### config.mk
export PLATFORM = sky130hd
export DESIGN_NAME = cpu_cycle_sequencer
export DESIGN_NICKNAME = d
export VERILOG_FILES = /design/src/rtl/cpu_cycle_sequencer_pkg.sv /design/src/rtl/cpu_cycle_sequencer_cycle_slot_decoder.sv /design/src/rtl/cpu_cycle_sequencer.sv
export SDC_FILE = /design/constraint.sdc
export NUM_CORES = 1
export LEC_CHECK = 0
export CAP_MARGIN = 15
export CELL_PAD_IN_SITES_DETAIL_PLACEMENT = 1
export CELL_PAD_IN_SITES_GLOBAL_PLACEMENT = 1
export CORE_MARGIN = 4
export CORE_UTILIZATION = 36
export DETAILED_ROUTE_END_ITERATION = 16
export HOLD_SLACK_MARGIN = 0.06
export PLACE_DENSITY = 0.84
export SLEW_MARGIN = 20
export SYNTH_ARGS = -nofsm -noshare
export SYNTH_HDL_FRONTEND = slang
export SYNTH_SLANG_ARGS = --single-unit
### constraint.sdc
create_clock -name clk -period 2.8 [get_ports clk]
set_clock_uncertainty 0.05 [all_clocks]
set_input_delay 0.28 -clock clk [delete_from_list [all_inputs] [get_ports clk]]
set_output_delay 0.28 -clock clk [all_outputs]
set_load 0.05 [all_outputs]
### src/rtl/cpu_cycle_sequencer_pkg.sv
// Shared types for the CPU cycle sequencer.
// Instruction lengths, microcode phases and sequencer states.
package cpu_cycle_sequencer_pkg;

    typedef enum logic [1:0] {
        CYCLE5  = 2'd0,
        CYCLE7  = 2'd1,
        CYCLE12 = 2'd2
    } instr_length;

    typedef enum logic [1:0] {
        CYCLE_NONE      = 2'd0,
        CYCLE_REG_FETCH = 2'd1,
        CYCLE_REG_WRITE = 2'd2
    } microcode_cycle;

    typedef enum logic [1:0] {
        SEQ_FETCH,
        SEQ_EXEC,
        SEQ_HALT,
        SEQ_INTERRUPT
    } seq_state;

    localparam logic [2:0] INTERRUPT_STEPS  = 3'd3;
    localparam logic [3:0] INTERRUPT_LENGTH = 4'd12;

    function automatic logic [3:0] cycle_count_int(input instr_length len);
        case (len)
            CYCLE7:  return 4'd7;
            CYCLE12: return 4'd12;
            default: return 4'd5;
        endcase
    endfunction

endpackage

### src/rtl/cpu_cycle_sequencer_cycle_slot_decoder.sv
// Maps a cycle position and slot count to the microcode phase.
// Slots are REG_FETCH/REG_WRITE pairs starting at cycle 2.
module cycle_slot_decoder
    import cpu_cycle_sequencer_pkg::*;
(
    input  logic [3:0]     cycle_count,
    input  logic [2:0]     steps,
    output microcode_cycle phase,
    output logic [2:0]     step_index
);

    logic [3:0] slot;

    always_comb begin
        phase      = CYCLE_NONE;
        step_index = 3'd0;
        slot       = (cycle_count - 4'd2) >> 1;
        if (cycle_count >= 4'd2 && slot < {1'b0, steps}) begin
            phase      = cycle_count[0] ? CYCLE_REG_WRITE : CYCLE_REG_FETCH;
            step_index = slot[2:0];
        end
    end

endmodule

### src/rtl/cpu_cycle_sequencer.sv
// Per-instruction cycle sequencer: fetch/latch strobes, microcode
// slots and boundary arbitration between fetch, HALT and interrupt.
module cpu_cycle_sequencer
    import cpu_cycle_sequencer_pkg::*;
#(
    parameter int MAX_STEPS = 5
) (
    input  logic           clk,
    input  logic           reset,
    input  logic           clk_en,
    input  instr_length    decode_length,
    input  logic [2:0]     decode_steps,
    input  logic           halt_req,
    input  logic           irq_pending,
    input  logic           irq_enable,
    output logic           fetch_req,
    output logic           opcode_latch,
    output microcode_cycle phase,
    output logic [2:0]     step_index,
    output logic           instr_done,
    output logic           irq_ack,
    output logic           in_interrupt,
    output logic           halted,
    output logic [3:0]     cycle_count
);

    localparam logic [2:0] MAX_S = 3'(MAX_STEPS);

    seq_state   state, state_next;
    logic [3:0] cnt, cnt_next;
    logic [3:0] len_n, len_next;
    logic [2:0] steps_s, steps_next;
    logic       halt_lat, halt_next;
    logic [3:0] len_dec;
    logic [2:0] cap, steps_cap, slot_steps;

    // Slot cap follows from the cycle budget: two setup cycles, two per slot.
    always_comb begin
        len_dec = cycle_count_int(decode_length);
        cap     = 3'((len_dec - 4'd2) >> 1);
        if (cap > MAX_S)
            cap = MAX_S;
        steps_cap = (decode_steps > cap) ? cap : decode_steps;
    end

    always_ff @(posedge clk) begin
        if (reset) begin
            state    <= SEQ_FETCH;
            cnt      <= 4'd0;
            len_n    <= 4'd5;
            steps_s  <= 3'd0;
            halt_lat <= 1'b0;
        end else if (clk_en) begin
            state    <= state_next;
            cnt      <= cnt_next;
            len_n    <= len_next;
            steps_s  <= steps_next;
            halt_lat <= halt_next;
        end
    end

    always_comb begin
        state_next   = state;
        cnt_next     = cnt + 4'd1;
        len_next     = len_n;
        steps_next   = steps_s;
        halt_next    = halt_lat;
        fetch_req    = 1'b0;
        opcode_latch = 1'b0;
        instr_done   = 1'b0;
        irq_ack      = 1'b0;
        in_interrupt = 1'b0;
        halted       = 1'b0;
        slot_steps   = 3'd0;
        unique case (state)
            SEQ_FETCH: begin
                if (cnt == 4'd0) begin
                    fetch_req = 1'b1;
                end else begin
                    opcode_latch = 1'b1;
                    len_next     = len_dec;
                    steps_next   = steps_cap;
                    halt_next    = halt_req;
                    state_next   = SEQ_EXEC;
                end
            end
            SEQ_EXEC: begin
                slot_steps = steps_s;
                if (cnt == len_n - 4'd1) begin
                    instr_done = 1'b1;
                    cnt_next   = 4'd0;
                    if (halt_lat)
                        state_next = SEQ_HALT;
                    else if (irq_pending && irq_enable)
                        state_next = SEQ_INTERRUPT;
                    else
                        state_next = SEQ_FETCH;
                end
            end
            SEQ_HALT: begin
                halted   = 1'b1;
                cnt_next = 4'd0;
                if (irq_pending)
                    state_next = irq_enable ? SEQ_INTERRUPT : SEQ_FETCH;
            end
            SEQ_INTERRUPT: begin
                in_interrupt = 1'b1;
                irq_ack      = (cnt == 4'd0);
                slot_steps   = INTERRUPT_STEPS;
                if (cnt == INTERRUPT_LENGTH - 4'd1) begin
                    instr_done = 1'b1;
                    cnt_next   = 4'd0;
                    state_next = SEQ_FETCH;
                end
            end
        endcase
    end

    assign cycle_count = cnt;

    cycle_slot_decoder u_slot (
        .cycle_count (cnt),
        .steps       (slot_steps),
        .phase       (phase),
        .step_index  (step_index)
    );

endmodule

==> results.toml, run 1 <==
[route]
routed-wl-met3_um = 112
drt_wl_total_um = 2840
drt_iter0_drc = 55
detailroute.via_count = 998
antenna_left = 0
detailroute.wirelength.met2_um = 1420
drt_drc_violations_left = 0
dr.max_layer_used = "met4"
wirelength_met1_um = 1250
drt-pass1-iter-count = 4
post_drt_wl_per_cell_um = 15.4
via_per_inst = 5.42

[logic_synthesis]
synth_seq_area_share_pct = 23.9
yosysWarningCount = 0
synth_nets = 152
synth-async-reset-ratio_pct = 0
netlist_top_cells_count = "inv_1 (15), nor2_1 (15), dfxtp_1 (13)"
synth_top_cells_by_area = "dfxtp_1 (24%), ha_1 (13%), inv_1 (5.2%)"
synth_largest_type_area_fraction_pct = 23.9
yosys.area.top_type = "dfxtp_1"
yosys_most_used_dff = "dfxtp_1"
synth_area_per_cell_um2 = 8.37
syn_area_mm2 = 0.00109
ys_seq_elements = 13
synthesis.instances = 130
synth-edff-count = 0
synthDistinctLibCells = 42

[sta]
fmax_mhz = 367
report.final.slew_viol_count = 0
rsz0062_at_grt = "true"
fin_crit_sh_pct = 97.3
timing.final.crit_period_ps = 2730
final.setup.worst_slack_ps = 74.2
setup_viol_count_final = 0
finalHoldViolCount = 0
slew_headroom_pct = 50.8
pin_slew_with_the_least_headroom_to_its_limit_ps = 729
hold_slack_ps = 461

[global_route]
grt_util_all_layers_pct = 15.1
grt_remaining_overflow = 0
grt_first_pass_wirelength_um = 4820
grt_max_degree = 13
via_count_of_the_first_global_routing_pass = 1053
grt_antenna_before_repair = 0

[cells_and_area]
drive_above_1_share_pct = 13.7
syn2layout_area_growth_pct = 28.2
finalNetCount = 176
antenna_cells = 0
fillerInstances = 353
finish.cell_count_without_fillers = 184
area_of_all_placed_cells_without_fillers_mm2 = 0.00140

[die]
initial_utilization_pct = 38.5
die_height_um = 63.0
io-pin-count = 26
fp.dieW_um = 63.0
core-area_mm2 = 0.00283
core.rowCount = 19
dieArea_mm2 = 0.00397

[critical_path]
critical_path_class = "reg2out"
startpoint_type_of_the_worst_setup_path = "flip-flop"
cells_on_worst_reg2reg_path = 6
crit_arrival_ps = 2400
cp_data_required_time_ps = 2470
critical_path.endpoint_type = "output pin"
crit_path_max_fanout = 10

[placed_design]
place_area_mm2 = 0.00136
io_buffers = 25
dp_worst_setup_slack_ps = 289
dp.final_hpwl_um = 2210
place.gp.congestion = 0.872
placedCellCount = 180

[power]
p_per_area_mw_per_mm2 = 374
total_power_uw = 521
power.static_leakage_uw = 0.000581
worst_vdd_ir_mv = 0.168

[clocking]
tritoncts_num_sinks = 13
cts_setup_buffers = 0
cts_buffer_depth = 2
cts.hold.buffers_added = 0
insertion_delay_ps = 290
htreeDepth = 1
numCtsBuffers = 3
clkSlewWorstSetupHoldPaths_ps = 90
clock_tree_from_tritoncts = "built"
clockRootBuffer = "clkbuf_4"

[min_path]
holdPathStages = 2
hold_path.class = "reg2reg"

[outcome]
result_of_the_run = "finished clean"

[flow_run]
maxCapViolations = 0
[cell families after synthesis]
| group | after synthesis | synth area share (%) |
|---|---|---|
| AND/OR/NAND/NOR | 44 | 22.4 |
| AO/OA/AOI/OAI | 28 | 17.7 |
| buffers and inverters | 22 | 12.6 |
| adder cells (fa/ha/maj) | 11 | 12.6 |
| flip-flops | 13 | 23.9 |
| XOR/XNOR | 7 | 5.63 |
| multiplexers | 5 | 5.06 |
[layer usage]
metal	GRT usage, %	up-vias
li1	-	499
met1	16.9	467
met2	27.4	25
met3	2.16	7
met4	7.71	0
met5	0	-
[metrics by stage]
stage	utilization, %	TNS (ps)
2_1_floorplan	-	-555
5_1_grt	49.3	-62.6
3_5_place_dp	48.1	0
6_report	49.3	0
4_1_cts	49.0	0
3_3_place_gp	48.1	0
[state kept, by name (all words and copies together) (netlist names)]
name and count:
cycle_count 4, len_n 3, steps_s 3, state 2, halt_lat 1
[critical path, stage by stage, from the launching register on]
cell	delay, ps
dfxtp_4	430
inv_1	90
ha_1	320
inv_1	50
ha_1	280
a21o_1	160
a211o_1	390
nor2_1	210
buf_12	170
[worst paths after layout]
kind / slack, ps / to / start
worst max-delay path: 70 / phase[0] / cycle_count[1]
worst min-delay path: 460 / len_n[1] / len_n[1]
worst max register to register: 660 / steps_s[0] / cycle_count[0]
worst min register to register: 460 / len_n[1] / len_n[1]
[cell usage in the layout, fill, tap and decap left out, drive strengths merged, types with 2 or more instances in the layout]
| master | Yosys | layout |
|---|---|---|
| clkdlybuf4s50 | 0 | 16 |
| nor2 | 16 | 16 |
| inv | 15 | 15 |
| dfxtp | 13 | 13 |
| ha | 11 | 11 |
| o21ai | 9 | 9 |
| buf | 3 | 6 |
| nand2 | 5 | 5 |
| xor2 | 5 | 5 |
| nor2b | 5 | 5 |
| mux2i | 4 | 4 |
| clkbuf | 3 | 4 |
| o211ai | 3 | 3 |
| a21oi | 3 | 3 |
| nand2b | 2 | 2 |
| xnor2 | 2 | 2 |
| a211o | 2 | 2 |
| nor3 | 2 | 2 |
| o2111ai | 2 | 2 |
| nand3 | 2 | 2 |
| or3 | 2 | 2 |
| a311oi | 2 | 2 |
| o311ai | 2 | 2 |
| dlygate4sd2 | 0 | 2 |
| dlymetal6s2s | 0 | 2 |
| or3b | 2 | 2 |
| and2 | 2 | 2 |
[power by group]
| part | switching, uW | total (uW) | internal [uW] |
|---|---|---|---|
| combinational | 106 | 181 | 75.5 |
| clock | 71.9 | 127 | 55.4 |
| sequential | 17.0 | 213 | 196 |
| total | 195 | 521 | 327 |
[cell type report]
class / instances / area (um2) / area share (%)
flip-flops and latches: 13 / 265 / 19.0
repair buffers: 26 / 310 / 22.2
inverters: 15 / 56.3 / 4.04
well taps: 31 / 38.8 / 2.78
clock buffers: 4 / 26.3 / 1.88
multi-input cells: 95 / 698 / 50.0
[what timing repair did]
action	CTS	global route
endpoints found under the setup margin	3	7
gates resized for setup	3	4
endpoints found under the hold margin	0	0
Power figures use the tool's default switching activity.
==> inputs of run 2 (changes only) <==
- TNS_END_PERCENT: unset -> 100
==> results of run 2 <==
Final layout, timing and power as in run 1 (identical DEF).
